## src/rtl/alu_pkg.sv

```systemverilog
`timescale 1ns/1ps
`default_nettype none
// +------------------------------------------------------------------------+
// | alu_pkg : shared width constant, operation encodings and helpers       |
// | Revision: 1.0                                                           |
// +------------------------------------------------------------------------+
package alu_pkg;

  localparam int WIDTH = 64;

  typedef enum logic [1:0] {
    ALU_ADD = 2'b00,
    ALU_SUB = 2'b01,
    ALU_AND = 2'b10,
    ALU_XOR = 2'b11
  } alu_op_e;

  // Logic ops live in the upper half of the encoding space.
  function automatic logic is_logic_op(input alu_op_e op);
    return op[1];
  endfunction

endpackage
`default_nettype wire

```

## src/rtl/alu_adder64.sv

```systemverilog
`timescale 1ns/1ps
`default_nettype none
// +------------------------------------------------------------------------+
// | alu_adder64 : combinational add/subtract with signed overflow detect   |
// | Revision: 1.0                                                           |
// +------------------------------------------------------------------------+
module alu_adder64 #(
  parameter int WIDTH = 64
) (
  input  logic [WIDTH-1:0] a,
  input  logic [WIDTH-1:0] b,
  input  logic             sub,
  output logic [WIDTH-1:0] sum,
  output logic             ovf
);

  logic [WIDTH-1:0] b_eff;

  // Subtraction as a + ~b + 1; the carry out of the top bit is dropped.
  assign b_eff = sub ? ~b : b;
  assign sum   = a + b_eff + {{(WIDTH-1){1'b0}}, sub};

  // Same-signed effective operands producing a differently-signed result.
  assign ovf = (a[WIDTH-1] == b_eff[WIDTH-1]) && (sum[WIDTH-1] != a[WIDTH-1]);

endmodule
`default_nettype wire

```

## src/rtl/alu.sv

```systemverilog
`timescale 1ns/1ps
`default_nettype none
// +------------------------------------------------------------------------+
// | alu : one-cycle registered add/sub/and/xor; ALU_CC_EN adds zf/sf/of    |
// | Revision: 1.0                                                           |
// +------------------------------------------------------------------------+
module alu
  import alu_pkg::*;
#(
  parameter int WIDTH = alu_pkg::WIDTH
) (
  input  logic             clk,
  input  logic             rst_n,
  input  logic             in_valid,
  input  logic [1:0]       control,
  input  logic [WIDTH-1:0] A,
  input  logic [WIDTH-1:0] B,
  output logic             out_valid,
  output logic [WIDTH-1:0] S,
  output logic [WIDTH-1:0] ans,
`ifdef ALU_CC_EN
  output logic             zf,
  output logic             sf,
  output logic             of,
`endif
  output logic             overflow
);

  alu_op_e          op;
  logic             sub;
  logic [WIDTH-1:0] sum;
  logic             add_ovf;

  logic             out_valid_d, out_valid_q;
  logic [WIDTH-1:0] s_d, s_q;
  logic [WIDTH-1:0] ans_d, ans_q;
  logic             ovf_d, ovf_q;

  assign op  = alu_op_e'(control);
  assign sub = (op == ALU_SUB);

  alu_adder64 #(
    .WIDTH (WIDTH)
  ) u_adder (
    .a   (A),
    .b   (B),
    .sub (sub),
    .sum (sum),
    .ovf (add_ovf)
  );

  always_comb begin
    out_valid_d = in_valid;
    s_d         = s_q;
    ans_d       = ans_q;
    ovf_d       = ovf_q;
    if (in_valid) begin
      unique case (op)
        ALU_ADD, ALU_SUB: begin
          s_d   = sum;
          ans_d = '0;
          ovf_d = add_ovf;
        end
        ALU_AND: begin
          s_d   = '0;
          ans_d = A & B;
          ovf_d = 1'b0;
        end
        ALU_XOR: begin
          s_d   = '0;
          ans_d = A ^ B;
          ovf_d = 1'b0;
        end
      endcase
    end
  end

  always_ff @(posedge clk or negedge rst_n) begin
    if (!rst_n) begin
      out_valid_q <= 1'b0;
      s_q         <= '0;
      ans_q       <= '0;
      ovf_q       <= 1'b0;
    end else begin
      out_valid_q <= out_valid_d;
      s_q         <= s_d;
      ans_q       <= ans_d;
      ovf_q       <= ovf_d;
    end
  end

  assign out_valid = out_valid_q;
  assign S         = s_q;
  assign ans       = ans_q;
  assign overflow  = ovf_q;

`ifdef ALU_CC_EN
  logic             zf_d, zf_q;
  logic             sf_d, sf_q;
  logic             of_d, of_q;
  logic [WIDTH-1:0] sel_result;

  // Flags track the result that the current operation actually produced.
  always_comb begin
    sel_result = is_logic_op(op) ? ans_d : s_d;
    zf_d       = zf_q;
    sf_d       = sf_q;
    of_d       = of_q;
    if (in_valid) begin
      zf_d = (sel_result == '0);
      sf_d = sel_result[WIDTH-1];
      of_d = ovf_d;
    end
  end

  always_ff @(posedge clk or negedge rst_n) begin
    if (!rst_n) begin
      zf_q <= 1'b0;
      sf_q <= 1'b0;
      of_q <= 1'b0;
    end else begin
      zf_q <= zf_d;
      sf_q <= sf_d;
      of_q <= of_d;
    end
  end

  assign zf = zf_q;
  assign sf = sf_q;
  assign of = of_q;
`endif

endmodule
`default_nettype wire

```

## config.mk

```make
export PLATFORM = sky130hd
export DESIGN_NAME = alu
export DESIGN_NICKNAME = d
export VERILOG_FILES = /design/src/rtl/alu_pkg.sv /design/src/rtl/alu_adder64.sv /design/src/rtl/alu.sv
export SDC_FILE = /design/constraint.sdc
export NUM_CORES = 1
export LEC_CHECK = 0
export BUFFER_PORTS_ARGS = -buffer_cell sky130_fd_sc_hd__buf_4
export CAP_MARGIN = 0
export CELL_PAD_IN_SITES_DETAIL_PLACEMENT = 2
export CELL_PAD_IN_SITES_GLOBAL_PLACEMENT = 2
export CORE_MARGIN = 3
export CORE_UTILIZATION = 30
export CTS_BUF_LIST = sky130_fd_sc_hd__clkbuf_8
export DETAILED_ROUTE_END_ITERATION = 6
export PLACE_DENSITY_LB_ADDON = 0.25
export SLEW_MARGIN = 10
export SYNTH_ARGS = -nofsm -noshare
export SYNTH_HDL_FRONTEND = slang
export SYNTH_HIERARCHICAL = 1
export SYNTH_SLANG_ARGS = --single-unit
```

## constraint.sdc

```tcl
create_clock -name clk -period 0.8 [get_ports clk]
set_clock_uncertainty 0.2 [all_clocks]
set_input_delay 0.04 -clock clk [delete_from_list [all_inputs] [get_ports clk]]
set_output_delay 0.04 -clock clk [all_outputs]
set_load 0.02 [all_outputs]
```

## After elaboration in Yosys (flattened, before gate mapping)

Index checks and enable logic that the tools add are counted.
W data, S select, Z words.

- Bits of input ports: 133
- Flip-flop bits (word level): 130
- Word-level logic and storage cells: 22

- Equal/unequal tests: 5
- Add/subtract/negate cells: 2
- Bitwise operators: 3
- Reduce and logical (&&, ||, !) cells: 4
- Mux-type cells: 4

Operators with widths:

| operator | count |
|---|---|
| $pmux W64 S3 | 1 |
| $pmux W64 S2 | 1 |
| $add A64 B1 Y64 | 1 |
| $add A64 B64 Y64 | 1 |
| $and A64 B64 Y64 | 1 |
| $mux W64 | 1 |
| $not A64 Y64 | 1 |
| $xor A64 B64 Y64 | 1 |
| $eq A2 B2 Y1 const B | 2 |
| $reduce_or A2 Y1 | 2 |
| $eq A2 B1 Y1 const B | 1 |
| $logic_not A2 Y1 | 1 |
| $pmux W1 S2 | 1 |
| $eq A1 B1 Y1 | 1 |
| $logic_and A1 B1 Y1 | 1 |
| $ne A1 B1 Y1 | 1 |

## Depth between registers and ports, before layout

Gate-level depths: netlist of the first run.

- Word-level depth: 7
- Mapped depth: 20
- Depth with buffers taken out: 15

## By module

Netlist of the first run, hierarchy kept.

Modules (own cells, without submodules):

| module | area each (sq um) | cells an instance | instances |
|---|---|---|---|
| alu | 6855.3 | 624 | 1 |
| alu_adder64 | 4543.1 | 662 | 1 |

## Worst setup path after synthesis of the first run

Ideal clock, no wire load.

- Path kind: input to register
- From: in control[0]
- To: reg ovf_q, in the netlist overflow
- Setup slack: -3.373 ns
- Arrival: 3.890 ns
- Setup time: 0.083 ns
- Data required time: 0.517 ns
- Stages on the path: 18
- Path buffers: 4
- Cells stage by stage: buf_4 > buf_4 > nor2b_1 > buf_2 > buf_1 > xor2_1 > ha_1 > a21o_1 > a221o_1 > a21o_1 > a31o_4 > a31oi_4 > o32ai_1 > or4_1 > a31oi_2 > mux2i_1 > nand3b_1 > o21ai_0

- Word-level cells in the longest chain between the ends: 7

Ends and longest elaborated chain:

| element | line | RTL |
|---|---|---|
| start, declared | alu.sv:15 | `input logic [1:0] control,` |
| $eq A2 B1 Y1 * | alu.sv:40 | `assign sub = (op == ALU_SUB);` |
| named net sub | alu.sv:30 | `logic sub;` |
| $mux W64 | alu_adder64.sv:20 | `assign b_eff = sub ? ~b : b;` |
| $add A64 B64 Y64 | alu_adder64.sv:21 | `assign sum = a + b_eff + {{(WIDTH-1){1'b0}}, sub};` |
| $add A64 B1 Y64 | alu_adder64.sv:21 |  |
| $ne A1 B1 Y1 | alu_adder64.sv:24 | `assign ovf = (a[WIDTH-1] == b_eff[WIDTH-1]) && (sum[WIDTH-1] != a[WIDTH-1]);` |
| $logic_and A1 B1 Y1 * | alu_adder64.sv:24 |  |
| named net add_ovf | alu.sv:32 | `logic add_ovf;` |
| $pmux W1 S2 * | alu.sv:58 | `unique case (op)` |
| end signal, assigned | alu.sv:88 | `ovf_q <= ovf_d;` |
| end, declared | alu.sv:37 | `logic ovf_d, ovf_q;` |

The timed path passes the listed nets; every way through them passes the cells marked *.
A chain may end at the register's enable or synchronous reset.

## Final worst setup path of the first run

- From: in control[1]
- To: reg s_q[57], in the netlist S[57]

- Word-level cells in the longest chain between the ends: 5

Ends and longest elaborated chain:

| element | line | RTL |
|---|---|---|
| $eq A2 B1 Y1 * | alu.sv:40 |  |
| named net sub | alu.sv:30 |  |
| $mux W64 | alu_adder64.sv:20 |  |
| $add A64 B64 Y64 | alu_adder64.sv:21 |  |
| $add A64 B1 Y64 * | alu_adder64.sv:21 |  |
| named net sum[57] | alu.sv:31 | `logic [WIDTH-1:0] sum;` |
| $pmux W64 S2 * | alu.sv:58 |  |
| end signal, assigned | alu.sv:81 | `s_q <= '0;` |
| end signal, assigned | alu.sv:86 | `s_q <= s_d;` |
| end, declared | alu.sv:35 | `logic [WIDTH-1:0] s_d, s_q;` |

Marked as above.

==> results of run 1 <==
## cell usage after synthesis, drive strengths merged (3+ instances only)
| cell | n | area (um^2) |
|---|---|---|
| o31ai | 5 | 37.5 |
| nand3 | 14 | 70.1 |
| a21boi | 3 | 22.5 |
| o22ai | 65 | 594 |
| o21a | 7 | 52.6 |
| o21bai | 19 | 143 |
| buf | 39 | 241 |
| o21ai | 105 | 526 |
| nand2 | 49 | 191 |
| nand2b | 9 | 58.8 |
| nor4 | 7 | 43.8 |
| xnor2 | 37 | 324 |
| mux2i | 66 | 661 |
| a2111oi | 3 | 32.5 |
| nor2 | 46 | 173 |
| dfrtp | 130 | 3250 |
| and2 | 3 | 18.8 |
| o211ai | 4 | 30.0 |
| and3 | 4 | 26.3 |
| a21o | 32 | 241 |
| a211oi | 4 | 30.0 |
| nand3b | 67 | 503 |
| a21oi | 80 | 400 |
| a31oi | 15 | 115 |
| a221o | 3 | 30.0 |
| nor2b | 5 | 31.3 |
| clkbuf | 29 | 121 |
| o41ai | 3 | 33.8 |
| xor2 | 86 | 753 |
| or2 | 3 | 18.8 |
| inv | 155 | 582 |
| ha | 126 | 1580 |
| nand4 | 20 | 125 |
| nor3 | 16 | 80.1 |
## final timing paths
kind                              startpoint             endpoint  slack (ns)  cells after the start
setup / recovery                  control[1]    S[57]$_DFFE_PN0P_       -2.78                     19
hold / removal                          A[0]     S[0]$_DFFE_PN0P_       -0.28                      4
min in group asynchronous              rst_n  ans[52]$_DFFE_PN0P_       -0.04                      2
max in group asynchronous              rst_n  ans[21]$_DFFE_PN0P_       -0.54                      3
hold reg to reg             S[1]$_DFFE_PN0P_     S[1]$_DFFE_PN0P_        0.36                      2
setup reg to reg           S[12]$_DFFE_PN0P_    S[12]$_DFFE_PN0P_       -0.62                      3
## tightest hold or removal path, cell delays in order
cell and delay, ns:
buf_4 0.12, xor2_1 0.07, nand3b_1 0.08, o21ai_1 0.08
## area by class of cell
class | count | area (um^2) | area share (%)
Antenna cell | 2 | 5.00 | 0.0241
Clock buffer | 17 | 234 | 1.13
Clock inverter | 15 | 215 | 1.04
Inverter | 155 | 584 | 2.81
Multi-Input combinational cell | 933 | 9210 | 44.4
Sequential cell | 130 | 3290 | 15.8
Tap cell | 504 | 631 | 3.04
Timing Repair Buffer | 754 | 6590 | 31.7
## routing by layer
metal  wire [um]  vias up  GRT usage, %  share of wire, %
met5           9        -             0             0.010
met4        6680        2          14.5               7.6
met3        4830      400          5.90               5.5
met2       45600      814          60.3                52
met1       31000     7610          35.7                35
li1            -     5936             -                 -
## registers in the layout (all words and copies together) (netlist names)
signal	cells
S	64
ans	64
overflow	1
out_valid	1
## through the flow
step / total power, mW / cells / TNS (ns) / setup WS, ns / utilization [%]
floorplan: 15.7 / 1286 / -150.64 / -2.89 / -
global placement: 22.6 / 2316 / -211.16 / -2.79 / 44.5
detailed placement: 23.4 / 2316 / -224.67 / -2.98 / 44.5
CTS: 33.4 / 2423 / -228.00 / -2.23 / 50.8
global route: 40.4 / 2509 / -285.27 / -2.81 / 56.0
finish: 39.6 / 2510 / -278.66 / -2.78 / 56.0
## power by group
group,switching [mW],internal [mW],leakage [nW]
Clock,3.78,3.69,0.233
Combinational,13.0,10.5,8.00
Sequential,1.08,7.50,1.66
## repair_timing
action | CTS | global route
endpoints found under the setup margin | 259 | 389
buffers inserted | 77 | 89
gates resized for setup | 316 | 228
gates cloned | 0 | 2
pin swaps | 57 | 97
endpoints found under the hold margin | 260 | 258
hold buffers | 1 | 1
## kinds of logic (layout without fill, tap and decap cells)
logic type	count (synthesis)	in the layout	share of synthesized area [%]
compound gates	365	365	21.5
xor+xnor	123	123	9.45
fa+ha+maj	127	127	14.0
buf+inv	223	941	8.29
flops	130	130	28.5
mux	66	66	5.80
other cells	0	2	0
simple gates	252	252	12.4
## cell usage in the layout, fill, tap and decap left out, types with 7 or more instances in the layout
| master | instances |
|---|---|
| a21o_1 | 31 |
| a21oi_1 | 32 |
| a21oi_2 | 38 |
| a21oi_4 | 10 |
| a31oi_4 | 9 |
| buf_12 | 18 |
| buf_4 | 562 |
| buf_6 | 168 |
| clkbuf_8 | 17 |
| dfrtp_1 | 101 |
| dfrtp_2 | 29 |
| ha_1 | 106 |
| ha_4 | 19 |
| inv_1 | 145 |
| inv_2 | 9 |
| mux2i_1 | 65 |
| nand2_1 | 33 |
| nand2_2 | 14 |
| nand3_1 | 10 |
| nand3b_1 | 67 |
| nand4_1 | 20 |
| nor2_1 | 34 |
| nor2_2 | 7 |
| o21a_1 | 7 |
| o21ai_0 | 28 |
| o21ai_1 | 50 |
| o21ai_2 | 24 |
| o21bai_1 | 12 |
| o22ai_1 | 34 |
| o22ai_2 | 30 |
| xnor2_1 | 17 |
| xnor2_2 | 17 |
| xor2_1 | 44 |
| xor2_2 | 35 |
| xor2_4 | 7 |
==> flow_metrics.env, run 1 <==
export IMPL_status="finished with violations"
export IMPL_violations="negative hold slack, negative setup slack"
export IMPL_initial_core_util_pct=30.8
export IMPL_crit_path_cell_trace="buf_6 -> nor2b_4 -> buf_8 -> buf_12 -> xor2_4 -> ha_1 -> buf_4 -> a21oi_1 -> buf_4 -> o21bai_1 -> a21oi_2 -> o21ai_1 -> nand2_1 -> o211ai_1 -> buf_4 -> nor4_2 -> nor3_2 -> nand3b_1 -> o21ai_1"
export IMPL_max_stage_delay_ns=0.30
export IMPL_slew_limit_headroom_pct=38.6
export IMPL_finalSetupViolCount=389
export IMPL_synthCells=1286
export IMPL_cts_tree="built"
export IMPL_rsz0062_at_grt="true"
export IMPL_slowest_stage="a21oi_2"
export IMPL_ant_nets=0
export IMPL_wl_per_cell_um=35.1
export IMPL_layout_drive_gt1_share_pct=56.2
export IMPL_grt_total_usage_pct=32.4
export IMPL_grt_pass1_vias=15800
export IMPL_syn_area_um2=11400
export IMPL_clock_root_buffer="clkbuf_8"
export IMPL_leakagePower_nw=9.89
export IMPL_drc_errors=0
export IMPL_hold_viol=113
export IMPL_ir_drop_uv=1370
export IMPL_clk_latency_ns=0.52
export IMPL_drt_iter0_markers=953
export IMPL_synth_seq_cells=130
export IMPL_ys_seq_area_share_pct=28.5
export IMPL_drv_slew=0
export IMPL_maxCapViolCount=0
export IMPL_num_rows=70
export IMPL_dpl_hpwl_um=40000
export IMPL_vias=14800
export IMPL_grt_overflow=0
export IMPL_max_freq_ghz=0.279
export IMPL_clock_sinks=130
export IMPL_synth_edf_count=0
export IMPL_die_y_um=201
export IMPL_avgSynthCellArea_um2=8.86
export IMPL_final_period_utilization_pct=447
export IMPL_synth_ff_type="dfrtp_1"
export IMPL_grt_max_degree=67
export IMPL_worst_setup_path_start_kind="primary input"
export IMPL_design_core_area_um2=37000
export IMPL_endpoint_kind="register"
export IMPL_numCtsBuffers=17
export IMPL_synth_cell_types=68
export IMPL_min_path_type="primary input to register"
export IMPL_num_fill_cells=3724
export IMPL_post_route_min_period_ns=3.58
export IMPL_drt_vias_per_instance=5.88
export IMPL_dieArea_um2=40400
export IMPL_synth_nets=1546
export IMPL_tightest_slew_ns=0.918
export IMPL_holdWs_ns=-0.279
export IMPL_arrival_ns=3.78
export IMPL_worst_slack_ns=-2.78
export IMPL_nNetsFinal=2251
export IMPL_cp_required_ns=1.00
export IMPL_antenna_found_initial=3
export IMPL_clk_pin_slew_worst_paths_ns=0.11
export IMPL_yosys_warnings=6
export IMPL_crit_buf_inv=6
export IMPL_design_area_um2=20800
export IMPL_first_pass_iters=5
export IMPL_cts_path_max_buffers=2
export IMPL_dpl_cell_area_um2=16500
export IMPL_die_x_um=201
export IMPL_grt_pass1_wl_um=101000
export IMPL_async_flop_share_pct=100
export IMPL_critPathMaxFanout=9
export IMPL_worstSetupPathType="primary input to register"
export IMPL_syn2layout_area_growth_pct=82.1
export IMPL_drt_wl_total_um=88100
export IMPL_io_buffer_count=262
export IMPL_htreeDepth=4
export IMPL_power_density_nw_per_um2=1910
export IMPL_crit_top_cell="buf_4"
export IMPL_ioPinCount=263
export IMPL_gp_congestion=0.838
export IMPL_cp_top_family="compound AO/OA/AOI/OAI gates"
Power figures use the tool's default switching activity.
==> inputs of run 2 (changes only) <==
--- a/config.mk
+++ b/config.mk
@@ -10,7 +10,7 @@
 export CELL_PAD_IN_SITES_DETAIL_PLACEMENT = 2
 export CELL_PAD_IN_SITES_GLOBAL_PLACEMENT = 2
 export CORE_MARGIN = 3
-export CORE_UTILIZATION = 30
+export CORE_UTILIZATION = 28
 export CTS_BUF_LIST = sky130_fd_sc_hd__clkbuf_8
 export DETAILED_ROUTE_END_ITERATION = 6
 export PLACE_DENSITY_LB_ADDON = 0.25
==> run 2 against run 1 <==
Compared with the run above:
- the run still ends with negative hold slack, negative setup slack left
- core utilization shrank 4.1 points
- clock-buffer cell count grew 1
- sequential cell count is the same
- register-to-register slack gained 0.20 ns
- critical path type unchanged
- largest power group unchanged
==> flow_metrics.env, run 2 (synthesized netlist as in run 1, its figures left out) <==
export IMPL_status="finished with violations"
export IMPL_violations="negative hold slack, negative setup slack"
export IMPL_design_core_area_um2=40000
export IMPL_fin_tns_setup_ns=-214.92
export IMPL_grt_total_usage_pct=28.0
export IMPL_min_path_type="primary input to async pin"
export IMPL_wl_per_cell_um=29.9
export IMPL_hold_viol=249
export IMPL_worst_slack_ns=-2.64
export IMPL_syn2layout_area_growth_pct=82.4
export IMPL_cts_tree="built"
export IMPL_gp_congestion=0.854
export IMPL_drt_iter0_markers=663
export IMPL_p_clk_share_pct=19.3
export IMPL_switching_power_mw=16.4
export IMPL_cp_required_ns=1.04
export IMPL_num_fill_cells=4073
export IMPL_slew_limit_headroom_pct=59.4
export IMPL_grt_overflow=0
export IMPL_max_stage_delay_ns=0.37
export IMPL_rsz0062_at_grt="true"
export IMPL_clock_root_buffer="clkbuf_8"
export IMPL_slowest_stage="a221o_1"
export IMPL_final_cell_mix="566 x buf_4, 192 x buf_6, 135 x inv_1"
export IMPL_ir_drop_uv=1310
export IMPL_antenna_found_initial=0
export IMPL_htreeDepth=4
export IMPL_design_area_um2=20800
export IMPL_reg2regPathDepth=3
export IMPL_crit_buf_inv=4
export IMPL_ioPinCount=263
export IMPL_finalSetupViolCount=259
export IMPL_max_freq_ghz=0.291
export IMPL_final_period_utilization_pct=430
export IMPL_drt_vias_per_instance=5.47
export IMPL_worst_setup_path_start_kind="primary input"
export IMPL_power_density_nw_per_um2=1830
export IMPL_endpoint_kind="register"
export IMPL_drc_errors=0
export IMPL_num_rows=73
export IMPL_dp_cells=2365
export IMPL_layout_drive_gt1_share_pct=54.3
export IMPL_ant_nets=0
export IMPL_grt_pass1_vias=15300
export IMPL_final_common_cell="buf_4"
export IMPL_initial_core_util_pct=28.5
export IMPL_comb_power_share_pct=58.6
export IMPL_cts_path_max_buffers=2
export IMPL_maxCapViolCount=0
export IMPL_first_pass_iters=5
export IMPL_dp_slack_ns=-2.96
export IMPL_grt_max_degree=67
export IMPL_clock_sinks=130
export IMPL_register_area_um2=3290
export IMPL_die_y_um=208
export IMPL_drv_slew=0
export IMPL_fin_cells=2567
export IMPL_io_buffer_count=262
export IMPL_worstSetupPathType="primary input to register"
export IMPL_tightest_slew_ns=0.603
export IMPL_power_frac_seq_pct=22.1
export IMPL_numCtsBuffers=17
export IMPL_leakagePower_nw=10.0
export IMPL_post_route_min_period_ns=3.44
export IMPL_clk_pin_slew_worst_paths_ns=0.11
export IMPL_dpl_hpwl_um=39400
export IMPL_dpl_cell_area_um2=16700
export IMPL_clk_latency_ns=0.54
export IMPL_vias=14000
export IMPL_die_x_um=208
export IMPL_power_mw=38.1
export IMPL_multiInputGateArea_um2=8710
export IMPL_drt_wl_total_um=76700
export IMPL_cts_hold_buffers_added=4
export IMPL_critPathMaxFanout=7
export IMPL_nNetsFinal=2288
export IMPL_postLayoutCoreUtil_pct=52.0
export IMPL_p_int_mw=21.7
export IMPL_grt_pass1_wl_um=94200
export IMPL_netSwitchingFraction_pct=42.9
export IMPL_dieArea_um2=43200
export IMPL_holdWs_ns=-0.640
export IMPL_arrival_ns=3.67
export IMPL_worst_path_stages=18
export IMPL_cp_top_family="compound AO/OA/AOI/OAI gates"
export IMPL_crit_path_cell_trace="buf_8 -> nor2b_4 -> buf_4 -> xor2_1 -> ha_1 -> a21o_2 -> a221o_1 -> buf_4 -> o22a_4 -> a41oi_4 -> o31a_1 -> o31a_1 -> buf_6 -> a21oi_1 -> nor2_1 -> xnor2_1 -> nand3b_1 -> o21ai_0"
==> run 2: cell count changes in the layout (fill, tap and decap cells not counted), moves of 10 or more <==
| cell | previous run | this run |
|---|---|---|
| xor2_2 | 35 | 14 |
| ha_4 | 19 | 8 |
| a21oi_1 | 32 | 44 |
| buf_6 | 168 | 192 |
| o21ai_2 | 24 | 14 |
| o21ai_1 | 50 | 65 |
| xor2_1 | 44 | 69 |
| inv_1 | 145 | 135 |
==> run 2: metal layers <==
layer  global-route usage [%]  vias to the layer above  routed length, um
met2                     51.0                      514              40100
met1                     32.3                     7238              29200
met4                     11.2                        0               4050
met5                        0                        -                  0
met3                     5.11                      249               3360
li1                         -                     6033                  -
==> run 2: final cells by class <==
class | instances | share of cell area (%)
antenna | 1 | 0.0120
tap | 525 | 3.16
inverter | 155 | 2.83
clock buffer | 18 | 1.19
clock inverter | 14 | 1.01
sequential | 130 | 15.8
timing repair buffer | 791 | 34.1
multi-input combinational | 933 | 41.9
==> run 2: worst paths after layout <==
check / startpoint / end / slack (ns)
worst min-delay path: rst_n / ans[49]$_DFFE_PN0P_ / -0.64
worst max register to register: S[49]$_DFFE_PN0P_ / S[49]$_DFFE_PN0P_ / -0.42
min in group clk: in_valid / S[54]$_DFFE_PN0P_ / -0.42
worst max-delay path: control[1] / S[49]$_DFFE_PN0P_ / -2.64
worst min register to register: S[56]$_DFFE_PN0P_ / S[56]$_DFFE_PN0P_ / 0.36
max in group asynchronous: rst_n / ans[45]$_DFFE_PN0P_ / 0.16
==> run 2: power by group through the flow <==
stage	Clock [mW]	Sequential, mW	Combinational (mW)
floorplan	0	9.22	6.45
global placement	0	8.20	14.6
detailed placement	0	8.24	15.3
CTS	7.20	8.29	18.2
global route	7.64	8.50	23.2
finish	7.35	8.43	22.3
==> run 2: worst min-delay path, delay by kind of cell <==
kind	cells	cell delay, ns
buffers and inverters	3	0.42
==> run 2: repair_timing <==
item,CTS,global route
gates resized for setup,334,183
pin swaps,62,98
endpoints found under the hold margin,260,251
endpoints found under the setup margin,259,259
gates cloned,2,3
setup buffers,71,97
